==> config.mk <==
export PLATFORM = sky130hd
export DESIGN_NAME = fir_sym_mc
export DESIGN_NICKNAME = d
export VERILOG_FILES = /design/src/rtl/fir_sym_mc.sv
export SDC_FILE = /design/constraint.sdc
export NUM_CORES = 1
export LEC_CHECK = 0
export ABC_AREA = 1
export CAP_MARGIN = 40
export CORE_ASPECT_RATIO = 0.6
export CORE_MARGIN = 5
export CORE_UTILIZATION = 35
export CTS_CLUSTER_SIZE = 10
export DETAILED_ROUTE_END_ITERATION = 8
export REMOVE_ABC_BUFFERS = 1
export SLEW_MARGIN = 40
export SYNTH_ARGS = -nofsm -noshare
export SYNTH_HDL_FRONTEND = slang
export SYNTH_SLANG_ARGS = --single-unit
==> constraint.sdc <==
create_clock -name CLK_Filter -period 19.82 [get_ports CLK_Filter]
set_input_delay 2.973 -clock CLK_Filter [delete_from_list [all_inputs] [get_ports CLK_Filter]]
set_output_delay 2.973 -clock CLK_Filter [all_outputs]
set_load 0.01 [all_outputs]
==> src/rtl/fir_sym_mc.sv <==
// Multi-channel symmetric FIR low-pass filter with one shared pre-adder/multiplier.
// Each accepted sample is shifted into its channel's delay line, then NPAIR coefficient pairs are accumulated.
module fir_sym_mc #(
    parameter int DATA_W    = 8,
    parameter int COEF_W    = 8,
    parameter int NTAPS     = 22,
    parameter int NCH       = 2,
    parameter int CH_W      = 1,
    parameter int OUT_W     = 20,
    parameter int OUT_SHIFT = 0
) (
    input  logic                            CLK_Filter,
    input  logic                            rst,
    input  logic                            in_valid,
    output logic                            in_ready,
    input  logic [CH_W-1:0]                 in_ch,
    input  logic [DATA_W-1:0]               in_data,
    input  logic                            coef_we,
    input  logic [$clog2(NTAPS/2)-1:0]      coef_addr,
    input  logic [COEF_W-1:0]               coef_data,
    output logic                            out_valid,
    output logic [CH_W-1:0]                 out_ch,
    output logic [OUT_W-1:0]                out_data
);
    localparam int NPAIR  = NTAPS / 2;
    localparam int K_W    = $clog2(NPAIR);
    localparam int TAP_W  = $clog2(NTAPS);
    localparam int PRE_W  = DATA_W + 1;
    localparam int PROD_W = PRE_W + COEF_W;
    localparam int ACC_W  = PROD_W + K_W;

    typedef enum logic [1:0] {S_IDLE, S_SHIFT, S_MAC, S_DONE} state_t;

    state_t                              r_state, w_state_nxt;
    logic [CH_W-1:0]                     r_ch;
    logic [DATA_W-1:0]                   r_din;
    logic [K_W-1:0]                      r_k;
    logic [ACC_W-1:0]                    r_acc;
    logic [NCH-1:0][NTAPS-1:0][DATA_W-1:0] r_x;
    logic [NPAIR-1:0][COEF_W-1:0]        r_coef;
    logic                                r_out_valid;
    logic [CH_W-1:0]                     r_out_ch;
    logic [OUT_W-1:0]                    r_out_data;

    logic                                w_accept, w_ch_ok, w_addr_ok, w_last;
    logic [NTAPS-1:0][DATA_W-1:0]        w_line;
    logic [TAP_W-1:0]                    w_lo, w_hi;
    logic [PRE_W-1:0]                    w_pre;
    logic [PROD_W-1:0]                   w_prod;
    logic [ACC_W-1:0]                    w_acc_nxt, w_shift;
    logic [OUT_W-1:0]                    w_sat;

    assign in_ready  = (r_state == S_IDLE) && !rst;
    assign w_accept  = in_valid && in_ready;
    assign w_ch_ok   = ({1'b0, in_ch} < (CH_W+1)'(NCH));
    assign w_addr_ok = ({1'b0, coef_addr} < (K_W+1)'(NPAIR));
    assign w_last    = (r_k == K_W'(NPAIR - 1));

    assign out_valid = r_out_valid;
    assign out_ch    = r_out_ch;
    assign out_data  = r_out_data;

    always_comb begin
        w_line = '0;
        for (int c = 0; c < NCH; c++)
            if (r_ch == CH_W'(c)) w_line = r_x[c];
    end

    // Pair k folds the k-th newest and k-th oldest taps through the pre-adder.
    assign w_lo      = TAP_W'(r_k);
    assign w_hi      = TAP_W'(NTAPS - 1) - TAP_W'(r_k);
    assign w_pre     = {1'b0, w_line[w_lo]} + {1'b0, w_line[w_hi]};
    assign w_prod    = PROD_W'(w_pre) * PROD_W'(r_coef[r_k]);
    assign w_acc_nxt = r_acc + ACC_W'(w_prod);
    assign w_shift   = w_acc_nxt >> OUT_SHIFT;

    generate
        if (ACC_W > OUT_W) begin : g_sat
            assign w_sat = (|w_shift[ACC_W-1:OUT_W]) ? '1 : w_shift[OUT_W-1:0];
        end else begin : g_nosat
            assign w_sat = OUT_W'(w_shift);
        end
    endgenerate

    always_ff @(posedge CLK_Filter) begin
        if (rst) r_state <= S_IDLE;
        else     r_state <= w_state_nxt;
    end

    always_comb begin
        w_state_nxt = r_state;
        case (r_state)
            S_IDLE:  if (w_accept && w_ch_ok) w_state_nxt = S_SHIFT;
            S_SHIFT: w_state_nxt = S_MAC;
            S_MAC:   if (w_last) w_state_nxt = S_DONE;
            S_DONE:  w_state_nxt = S_IDLE;
            default: w_state_nxt = S_IDLE;
        endcase
    end

    always_ff @(posedge CLK_Filter) begin
        if (rst) begin
            r_ch        <= '0;
            r_din       <= '0;
            r_k         <= '0;
            r_acc       <= '0;
            r_x         <= '0;
            r_coef      <= '0;
            r_out_valid <= 1'b0;
            r_out_ch    <= '0;
            r_out_data  <= '0;
        end else begin
            r_out_valid <= 1'b0;
            if (r_state == S_IDLE && coef_we && w_addr_ok)
                r_coef[coef_addr] <= coef_data;
            for (int c = 0; c < NCH; c++)
                if (r_state == S_SHIFT && r_ch == CH_W'(c))
                    r_x[c] <= {r_x[c][NTAPS-2:0], r_din};
            case (r_state)
                S_IDLE: if (w_accept) begin
                    r_ch  <= in_ch;
                    r_din <= in_data;
                end
                S_SHIFT: begin
                    r_acc <= '0;
                    r_k   <= '0;
                end
                S_MAC: begin
                    r_acc <= w_acc_nxt;
                    r_k   <= r_k + K_W'(1);
                    // Result is registered on the last MAC edge so it is visible throughout DONE.
                    if (w_last) begin
                        r_out_valid <= 1'b1;
                        r_out_ch    <= r_ch;
                        r_out_data  <= w_sat;
                    end
                end
                default: ;
            endcase
        end
    end
endmodule

==> results of run 1 <==
registers in the layout (all words and copies together) (netlist names):
name       cells
r_state        2
r_ch           1
out_data      20
r_x          352
r_acc         21
r_coef        88
out_valid      1
out_ch         1
r_din          8
r_k            4
layout by cell type, fill, tap and decap left out, types with 5 or more instances in the layout:
| cell | netlist | final |
|---|---|---|
| sky130_fd_sc_hd__nand3_2 | 6 | 6 |
| sky130_fd_sc_hd__fa_1 | 58 | 58 |
| sky130_fd_sc_hd__nand2_2 | 5 | 5 |
| sky130_fd_sc_hd__nand2_4 | 5 | 5 |
| sky130_fd_sc_hd__o221ai_1 | 20 | 20 |
| sky130_fd_sc_hd__o31ai_1 | 8 | 8 |
| sky130_fd_sc_hd__o22ai_1 | 16 | 16 |
| sky130_fd_sc_hd__o21ai_1 | 97 | 97 |
| sky130_fd_sc_hd__o211ai_1 | 27 | 27 |
| sky130_fd_sc_hd__o21bai_2 | 10 | 10 |
| sky130_fd_sc_hd__a21oi_1 | 340 | 340 |
| sky130_fd_sc_hd__xor2_1 | 8 | 8 |
| sky130_fd_sc_hd__a31oi_1 | 12 | 11 |
| sky130_fd_sc_hd__or2_2 | 10 | 10 |
| sky130_fd_sc_hd__nor2_1 | 526 | 524 |
| sky130_fd_sc_hd__o311ai_1 | 9 | 9 |
| sky130_fd_sc_hd__dfxtp_1 | 498 | 496 |
| sky130_fd_sc_hd__or2_1 | 8 | 8 |
| sky130_fd_sc_hd__ha_1 | 57 | 56 |
| sky130_fd_sc_hd__inv_2 | 12 | 9 |
| sky130_fd_sc_hd__buf_4 | 27 | 22 |
| sky130_fd_sc_hd__a211oi_1 | 56 | 56 |
| sky130_fd_sc_hd__nand3_1 | 133 | 133 |
| sky130_fd_sc_hd__clkdlybuf4s50_1 | 0 | 46 |
| sky130_fd_sc_hd__o21ai_0 | 543 | 543 |
| sky130_fd_sc_hd__nand4_1 | 12 | 12 |
| sky130_fd_sc_hd__clkbuf_16 | 0 | 56 |
| sky130_fd_sc_hd__inv_1 | 366 | 364 |
| sky130_fd_sc_hd__nand2_1 | 552 | 551 |
layout make-up:
type | instances | share of cell area
Clock buffer | 59 | 0.0500
Clock inverter | 1 | 0.00106
Inverter | 382 | 0.0513
Multi-Input combinational cell | 2553 | 0.474
Sequential cell | 498 | 0.351
Tap cell | 987 | 0.0434
Timing Repair Buffer | 78 | 0.0292
how the worst max path moves through the flow:
stage	start	endpoint	slack [ns]	cells after the start
finish	r_ch$_SDFFE_PP0P_	out_data[13]$_SDFFE_PP0P_	11.17	37
global route	r_ch$_SDFFE_PP0P_	out_data[17]$_SDFFE_PP0P_	10.54	34
CTS	r_k[0]$_SDFFE_PP0P_	out_data[13]$_SDFFE_PP0P_	11.02	37
detailed placement	r_k[0]$_SDFFE_PP0P_	out_data[13]$_SDFFE_PP0P_	11.06	37
global placement	r_k[0]$_SDFFE_PP0P_	out_data[12]$_SDFFE_PP0P_	11.21	37
floorplan	r_ch$_SDFFE_PP0P_	out_data[12]$_SDFFE_PP0P_	7.66	41
metrics by stage:
stage	hold slack, ns	util	cells	setup slack (ns)	total power, W
2_1_floorplan	0.422	-	3433	7.66	0.00200
3_3_place_gp	0.431	0.364	4492	11.21	0.00231
3_5_place_dp	0.434	0.364	4495	11.06	0.00233
4_1_cts	0.442	0.384	4555	11.02	0.00324
5_1_grt	0.457	0.385	4558	10.54	0.00345
6_report	0.443	0.385	4558	11.17	0.00324
power breakdown:
group | internal (W) | leakage, nW | switching [W]
Clock | 0.000500 | 0.711 | 0.000408
Sequential | 0.00116 | 4.04 | 0.000100
Combinational | 0.000318 | 6.54 | 0.000748
Total | 0.00198 | 11.3 | 0.00126
synth_stat cells, types with 4 or more instances:
library cell,instances
sky130_fd_sc_hd__nand3_2,6
sky130_fd_sc_hd__buf_6,11
sky130_fd_sc_hd__ha_1,57
sky130_fd_sc_hd__o21bai_2,10
sky130_fd_sc_hd__o22ai_1,16
sky130_fd_sc_hd__nand2_4,5
sky130_fd_sc_hd__or2_1,8
sky130_fd_sc_hd__buf_4,27
sky130_fd_sc_hd__buf_1,6
sky130_fd_sc_hd__o221ai_1,20
sky130_fd_sc_hd__nand4_1,12
sky130_fd_sc_hd__nand3_1,133
sky130_fd_sc_hd__o31ai_1,8
sky130_fd_sc_hd__o211ai_1,27
sky130_fd_sc_hd__xnor2_1,4
sky130_fd_sc_hd__dfxtp_1,498
sky130_fd_sc_hd__a21o_1,4
sky130_fd_sc_hd__clkbuf_1,128
sky130_fd_sc_hd__inv_2,12
sky130_fd_sc_hd__buf_2,83
sky130_fd_sc_hd__a21oi_1,340
sky130_fd_sc_hd__a31oi_1,12
sky130_fd_sc_hd__o21ai_0,543
sky130_fd_sc_hd__nor2_1,526
sky130_fd_sc_hd__nand2_1,552
sky130_fd_sc_hd__fa_1,58
sky130_fd_sc_hd__or2_2,10
sky130_fd_sc_hd__nand2_2,5
sky130_fd_sc_hd__inv_1,366
sky130_fd_sc_hd__o21ai_1,97
sky130_fd_sc_hd__o311ai_1,9
sky130_fd_sc_hd__xor2_1,8
sky130_fd_sc_hd__a211oi_1,56
worst max-delay path: cells and delay by family (launching register included):
kind | cells | cell delay [ns]
xor gates and xnor gates | 1 | 0.54
DFF | 1 | 0.78
and+or+nand+nor | 19 | 2.10
adders and majority gates | 7 | 3.06
buffers and inverters | 7 | 1.54
AOI/OAI and AO/OA | 3 | 0.45
kinds of logic (layout without fill, tap and decap cells):
logic type | after synthesis | in the layout
muxes | 1 | 1
buffers and inverters | 638 | 520
AOI/OAI and AO/OA | 1151 | 1151
xor gates and xnor gates | 13 | 13
adders and majority gates | 115 | 115
DFF | 498 | 498
and+or+nand+nor | 1273 | 1273
metal layers:
layer,vias to the layer above,routed length [microns],global-route usage,part of all wire
met5,-,0,0,0
met4,0,997,0.0300,0.013
met3,79,7060,0.0487,0.090
met2,740,28900,0.238,0.37
met1,10768,41300,0.309,0.53
li1,11846,-,-,-
==> metrics.txt, run 1 <==
# TYPE chip_impl_metric gauge
chip_impl_metric{name="synthDominantCellAreaShare",unit=""} 0.382
chip_impl_metric{name="postSynthCellCount",unit=""} 3689
chip_impl_info{name="synth_area_leaders",value="sky130_fd_sc_hd__dfxtp_1, sky130_fd_sc_hd__o21ai_0, sky130_fd_sc_hd__nand2_1"} 1
chip_impl_info{name="path_class",value="reg -> reg"} 1
chip_impl_metric{name="synth_xor_xnor_area_share",unit=""} 0.00465
chip_impl_metric{name="synth_seq_area_share",unit=""} 0.382
chip_impl_metric{name="cts_resized",unit=""} 0
chip_impl_metric{name="clock-skew-final",unit="ns"} 0.0251
chip_impl_metric{name="grt_first_pass_wirelength",unit="microns"} 123000
chip_impl_metric{name="min_delay_path_depth",unit=""} 2
chip_impl_metric{name="wl_per_cell",unit="microns"} 17.2
chip_impl_info{name="cp_max_delay_cell",value="sky130_fd_sc_hd__dfxtp_4"} 1
chip_impl_metric{name="finalSetupTns",unit="ns"} 0
chip_impl_metric{name="post_drt_via_cell_ratio",unit=""} 5.14
chip_impl_metric{name="tightestPinTransition",unit="ns"} 0.897
chip_impl_info{name="timing.hold.worst.start",value="r_coef[31]$_SDFFE_PP0P_"} 1
chip_impl_metric{name="power.leakage",unit="nW"} 11.3
chip_impl_metric{name="antenna_found_initial",unit=""} 2
chip_impl_metric{name="yosys_warnings",unit=""} 0
chip_impl_metric{name="synth_fa_ha_area_frac",unit=""} 0.0718
chip_impl_metric{name="wl",unit="microns"} 78300
chip_impl_info{name="r2r-end",value="out_data[13]$_SDFFE_PP0P_"} 1
chip_impl_metric{name="diodes",unit=""} 0
chip_impl_metric{name="detailed_place_hpwl",unit="microns"} 49300
chip_impl_metric{name="postSynthAreaPerCell",unit="sq um"} 7.08
chip_impl_metric{name="core_area",unit="sq mm"} 0.0738
chip_impl_info{name="cp_common_cell",value="sky130_fd_sc_hd__nand2_1"} 1
chip_impl_metric{name="post-route-cell-area",unit="sq mm"} 0.0284
chip_impl_metric{name="clock_insertion_delay_worst_skew",unit="ns"} 0.61
chip_impl_metric{name="worstPathMaxFanout",unit=""} 67
chip_impl_info{name="rr_startpoint",value="r_ch$_SDFFE_PP0P_"} 1
chip_impl_metric{name="drt-initial-drc-count",unit=""} 2619
chip_impl_metric{name="gp_routability_congestion",unit=""} 0.905
chip_impl_metric{name="drive_gt1_frac",unit=""} 0.0451
chip_impl_metric{name="maximum_number_of_pins_on_one_net_before_global_route_repair",unit=""} 239
chip_impl_metric{name="worst_ep_arrival_time",unit="ns"} 9.13
chip_impl_metric{name="drt_drc_violations_left",unit=""} 0
chip_impl_metric{name="first_global_vias",unit=""} 20781
chip_impl_metric{name="cell_count_of_the_worst_reg_to_reg_path",unit=""} 37
chip_impl_metric{name="routed-via-count",unit=""} 23433
chip_impl_metric{name="dieHeight",unit="microns"} 222
chip_impl_metric{name="clock_tree.buffer_depth",unit=""} 3
chip_impl_metric{name="cts-buffers-inserted",unit=""} 55
chip_impl_metric{name="max_capacitance_violation_count",unit=""} 0
chip_impl_info{name="clockRootBuffer",value="sky130_fd_sc_hd__clkbuf_16"} 1
chip_impl_metric{name="final.fill_count",unit=""} 7891
chip_impl_metric{name="h-tree-depth",unit=""} 2
chip_impl_metric{name="powerDensity",unit="mW/mm^2"} 114
chip_impl_metric{name="post_synthesis_sequential_element_count",unit=""} 498
chip_impl_metric{name="rows",unit=""} 77
chip_impl_metric{name="portBuffers",unit=""} 47
chip_impl_metric{name="timing.final.setup_violations",unit=""} 0
chip_impl_info{name="grt_setup_unrepaired",value="false"} 1
chip_impl_info{name="main_combinational_cell_family_by_area_after_synthesis",value="compound AO/OA/AOI/OAI gates"} 1
chip_impl_metric{name="die_x",unit="microns"} 363
chip_impl_metric{name="cts.sinks",unit=""} 498
chip_impl_metric{name="area_growth",unit="%"} 8.88
chip_impl_metric{name="power.ir.vdd_worst",unit="V"} 0.0000702
chip_impl_metric{name="r2r_slack",unit="ns"} 11.17
chip_impl_metric{name="final_antenna_net_count",unit=""} 0
chip_impl_metric{name="syn-cell-area",unit="sq mm"} 0.0261
chip_impl_metric{name="synth_mux_area_frac",unit=""} 0.000383
chip_impl_metric{name="finalCritPeriodShare",unit=""} 0.437
chip_impl_info{name="end_kind",value="register"} 1
chip_impl_metric{name="initial_core_util",unit=""} 0.354
chip_impl_info{name="worst_setup_path_start_kind",value="register"} 1
chip_impl_metric{name="detail_route.first_pass.iterations",unit=""} 6
chip_impl_metric{name="number_of_flops_mapped_to_enable_cells_by_yosys",unit=""} 0
chip_impl_metric{name="worst_ep_required_time",unit="ns"} 20.30
chip_impl_metric{name="worst_path_largest_cell_delay",unit="ns"} 0.78
chip_impl_metric{name="final_net_count",unit=""} 3708
chip_impl_metric{name="async_reset_ff_frac",unit=""} 0
chip_impl_metric{name="final.min_clock_period",unit="ns"} 8.65
chip_impl_metric{name="ff_latch_area",unit="sq mm"} 0.00998
chip_impl_metric{name="multiInputGateArea",unit="sq mm"} 0.0135
chip_impl_metric{name="holdBufCountCts",unit=""} 0
chip_impl_metric{name="cts_setup_buffers",unit=""} 0
chip_impl_info{name="cts_tree",value="yes"} 1
chip_impl_metric{name="library_cells_used_by_synthesis",unit=""} 53
chip_impl_metric{name="synthSimpleGateAreaFrac",unit=""} 0.199
chip_impl_metric{name="slew_headroom",unit=""} 0.401
chip_impl_metric{name="boundaryPins",unit=""} 48
chip_impl_info{name="synth_top_cell_by_area",value="sky130_fd_sc_hd__dfxtp_1"} 1
chip_impl_metric{name="cts.reportedPaths.clkPinSlew",unit="ns"} 0.06
chip_impl_metric{name="finalMaxSlewViolations",unit=""} 0
chip_impl_metric{name="synthesized_area_fraction_occupied_by_ao_oa_aoi_and_oai_cells",unit=""} 0.239
chip_impl_metric{name="grt-ovfl-total",unit=""} 0
chip_impl_metric{name="hold_violations",unit=""} 0
chip_impl_info{name="synth_ff_type",value="sky130_fd_sc_hd__dfxtp_1"} 1
chip_impl_info{name="holdCritPathClass",value="reg -> reg"} 1
chip_impl_info{name="status",value="completed"} 1
chip_impl_metric{name="grt.total_usage",unit=""} 0.187
chip_impl_metric{name="maxClockFrequency",unit="GHz"} 0.116
chip_impl_metric{name="dpl_cell_area",unit="sq mm"} 0.0269
chip_impl_info{name="hold-path-endpoint",value="r_coef[31]$_SDFFE_PP0P_"} 1
chip_impl_metric{name="floorplan.die_area",unit="sq mm"} 0.0804
Power figures use the tool's default switching activity.
==> inputs of run 2 (changes only) <==
==> constraint.sdc (replaced) <==
create_clock -name CLK_Filter -period 8.85 [get_ports CLK_Filter]
set_input_delay 1.3275 -clock CLK_Filter [delete_from_list [all_inputs] [get_ports CLK_Filter]]
set_output_delay 1.3275 -clock CLK_Filter [all_outputs]
set_load 0.01 [all_outputs]
==> metrics.txt, run 2 (synthesis gave the netlist of run 1 again) <==
# TYPE chip_impl_metric gauge
chip_impl_metric{name="clock_insertion_delay_worst_skew",unit="ns"} 0.61
chip_impl_metric{name="worstPathMaxFanout",unit=""} 42
chip_impl_metric{name="cts_resized",unit=""} 0
chip_impl_metric{name="grt.total_usage",unit=""} 0.188
chip_impl_info{name="most-common-layout-cells",value="sky130_fd_sc_hd__nand2_1, sky130_fd_sc_hd__o21ai_0, sky130_fd_sc_hd__nor2_1, sky130_fd_sc_hd__dfxtp_1, sky130_fd_sc_hd__inv_1"} 1
chip_impl_metric{name="rows",unit=""} 77
chip_impl_metric{name="antenna_found_initial",unit=""} 0
chip_impl_info{name="path_class",value="reg -> reg"} 1
chip_impl_metric{name="timing.final.setup_violations",unit=""} 0
chip_impl_metric{name="detailed_place_hpwl",unit="microns"} 50100
chip_impl_metric{name="tightestPinTransition",unit="ns"} 0.842
chip_impl_metric{name="fin_hold_ws",unit="ns"} 0.447
chip_impl_metric{name="dieHeight",unit="microns"} 222
chip_impl_metric{name="slew_headroom",unit=""} 0.439
chip_impl_metric{name="design_power_total",unit="W"} 0.00732
chip_impl_metric{name="drive_gt1_frac",unit=""} 0.0482
chip_impl_metric{name="maximum_number_of_pins_on_one_net_before_global_route_repair",unit=""} 147
chip_impl_info{name="holdCritPathClass",value="reg -> reg"} 1
chip_impl_metric{name="holdBufCountCts",unit=""} 0
chip_impl_info{name="end_kind",value="register"} 1
chip_impl_metric{name="max_capacitance_violation_count",unit=""} 0
chip_impl_metric{name="finalCritPeriodShare",unit=""} 0.880
chip_impl_metric{name="wl_met1",unit="microns"} 41700
chip_impl_info{name="largest_register",value="r_x"} 1
chip_impl_metric{name="largest_register_ff_count",unit=""} 352
chip_impl_metric{name="maxClockFrequency",unit="GHz"} 0.128
chip_impl_info{name="status",value="completed"} 1
chip_impl_metric{name="first_global_vias",unit=""} 21434
chip_impl_info{name="clockRootBuffer",value="sky130_fd_sc_hd__clkbuf_16"} 1
chip_impl_metric{name="ff_latch_area",unit="sq mm"} 0.00998
chip_impl_metric{name="floorplan.die_area",unit="sq mm"} 0.0804
chip_impl_metric{name="h-tree-depth",unit=""} 2
chip_impl_metric{name="clock-skew-final",unit="ns"} 0.0284
chip_impl_metric{name="powerDensity",unit="mW/mm^2"} 257
chip_impl_metric{name="final_net_count",unit=""} 3720
chip_impl_metric{name="multiInputGateArea",unit="sq mm"} 0.0135
chip_impl_info{name="top_layer_used",value="met4"} 1
chip_impl_metric{name="final.min_clock_period",unit="ns"} 7.79
chip_impl_info{name="grt_setup_unrepaired",value="false"} 1
chip_impl_metric{name="detail_route.first_pass.iterations",unit=""} 6
chip_impl_metric{name="cts.reportedPaths.clkPinSlew",unit="ns"} 0.06
chip_impl_metric{name="cts-buffers-inserted",unit=""} 56
chip_impl_metric{name="finalMaxSlewViolations",unit=""} 0
chip_impl_metric{name="power.ir.vdd_worst",unit="V"} 0.000166
chip_impl_info{name="worst_setup_path_start_kind",value="register"} 1
chip_impl_metric{name="gp_routability_congestion",unit=""} 0.874
chip_impl_metric{name="wl_per_cell",unit="microns"} 17.1
chip_impl_metric{name="post_drt_via_cell_ratio",unit=""} 5.13
chip_impl_metric{name="drt-initial-drc-count",unit=""} 2595
chip_impl_metric{name="worst_ep_arrival_time",unit="ns"} 8.27
chip_impl_metric{name="die_x",unit="microns"} 363
chip_impl_metric{name="final_antenna_net_count",unit=""} 0
chip_impl_metric{name="initial_core_util",unit=""} 0.354
chip_impl_metric{name="grt_first_pass_wirelength",unit="microns"} 124000
chip_impl_metric{name="core_area",unit="sq mm"} 0.0738
chip_impl_metric{name="portBuffers",unit=""} 47
chip_impl_info{name="reg_top3",value="r_x x352, r_coef x88, r_acc x21"} 1
chip_impl_metric{name="cts_setup_buffers",unit=""} 0
chip_impl_metric{name="met2_length",unit="microns"} 29100
chip_impl_metric{name="wl",unit="microns"} 78100
chip_impl_metric{name="clock_tree.buffer_depth",unit=""} 3
chip_impl_metric{name="boundaryPins",unit=""} 48
chip_impl_metric{name="met3RoutedLength",unit="microns"} 6290
chip_impl_info{name="cp_common_cell",value="sky130_fd_sc_hd__inv_1"} 1
chip_impl_metric{name="area_growth",unit="%"} 9.06
chip_impl_info{name="cp_max_delay_cell",value="sky130_fd_sc_hd__a211oi_1"} 1
chip_impl_metric{name="cts.sinks",unit=""} 498
chip_impl_metric{name="routed-via-count",unit=""} 23482
chip_impl_metric{name="worst_ep_required_time",unit="ns"} 9.33
chip_impl_metric{name="final.fill_count",unit=""} 7956
chip_impl_metric{name="grt-ovfl-total",unit=""} 0
chip_impl_info{name="most_frequent_standard_cell_in_the_layout_excluding_fill_and_tap_cells",value="sky130_fd_sc_hd__nand2_1"} 1
chip_impl_metric{name="drt_drc_violations_left",unit=""} 0
chip_impl_metric{name="power.leakage",unit="nW"} 11.3
chip_impl_info{name="cts_tree",value="yes"} 1
chip_impl_metric{name="hold_violations",unit=""} 0
chip_impl_metric{name="worst_path_largest_cell_delay",unit="ns"} 0.61
## run 2: changes by cell type in the layout (fill, tap and decap cells not counted), sizes merged
cell,before,now
buf,32,43
clkinv,6,5
inv,377,380
bufinv,0,1
clkbuf,59,60
diode,0,1
## run 2: worst max-delay path: cells and delay by family (launching register included)
kind            cells  cell delay, ns
buf+inv            11            1.95
compound gates      6            1.75
simple gates       10            1.16
flops               1            0.31
fa+ha+maj           6            2.46
## run 2: report_power, final
part / switching (W) / total, W / internal (W)
Combinational: 0.00168 / 0.00240 / 0.000713
Clock: 0.000930 / 0.00209 / 0.00117
Sequential: 0.000219 / 0.00283 / 0.00261
Total: 0.00283 / 0.00732 / 0.00448
## run 2: cell type report
type | count | share of cell area
clock buffers | 60 | 0.0505
multi-input cells | 2553 | 0.473
diodes | 1 | 0.0000879
inverters | 382 | 0.0510
repair buffers | 89 | 0.0290
well taps | 987 | 0.0434
clock inverters | 4 | 0.00272
flip-flops and latches | 498 | 0.350
## run 2: routing by layer
metal  vias up  global-route usage
met1     10746               0.312
met2       760               0.247
met5         -                   0
met3        86              0.0401
met4         0              0.0269
li1      11890                   -
## run 2: final timing paths
check                          startpoint                         to  slack, ns  cells after the start
hold / removal    r_coef[87]$_SDFFE_PP0P_    r_coef[87]$_SDFFE_PP0P_       0.45                      2
setup / recovery      r_k[1]$_SDFFE_PP0P_  out_data[12]$_SDFFE_PP0P_       1.06                     33
hold reg to reg   r_coef[87]$_SDFFE_PP0P_    r_coef[87]$_SDFFE_PP0P_       0.45                      2
setup reg to reg      r_k[1]$_SDFFE_PP0P_  out_data[12]$_SDFFE_PP0P_       1.06                     33
## run 2: through the flow
stage | setup slack, ns | cells | TNS (ns) | cell area (sq um) | utilization
2_1_floorplan | -3.31 | 3433 | -450.28 | 24900 | -
3_3_place_gp | 1.34 | 4509 | 0 | 26900 | 0.365
3_5_place_dp | 1.20 | 4509 | 0 | 27000 | 0.365
4_1_cts | 1.14 | 4573 | 0 | 28500 | 0.386
5_1_grt | 0.563 | 4573 | 0 | 28500 | 0.386
6_report | 1.06 | 4574 | 0 | 28500 | 0.386
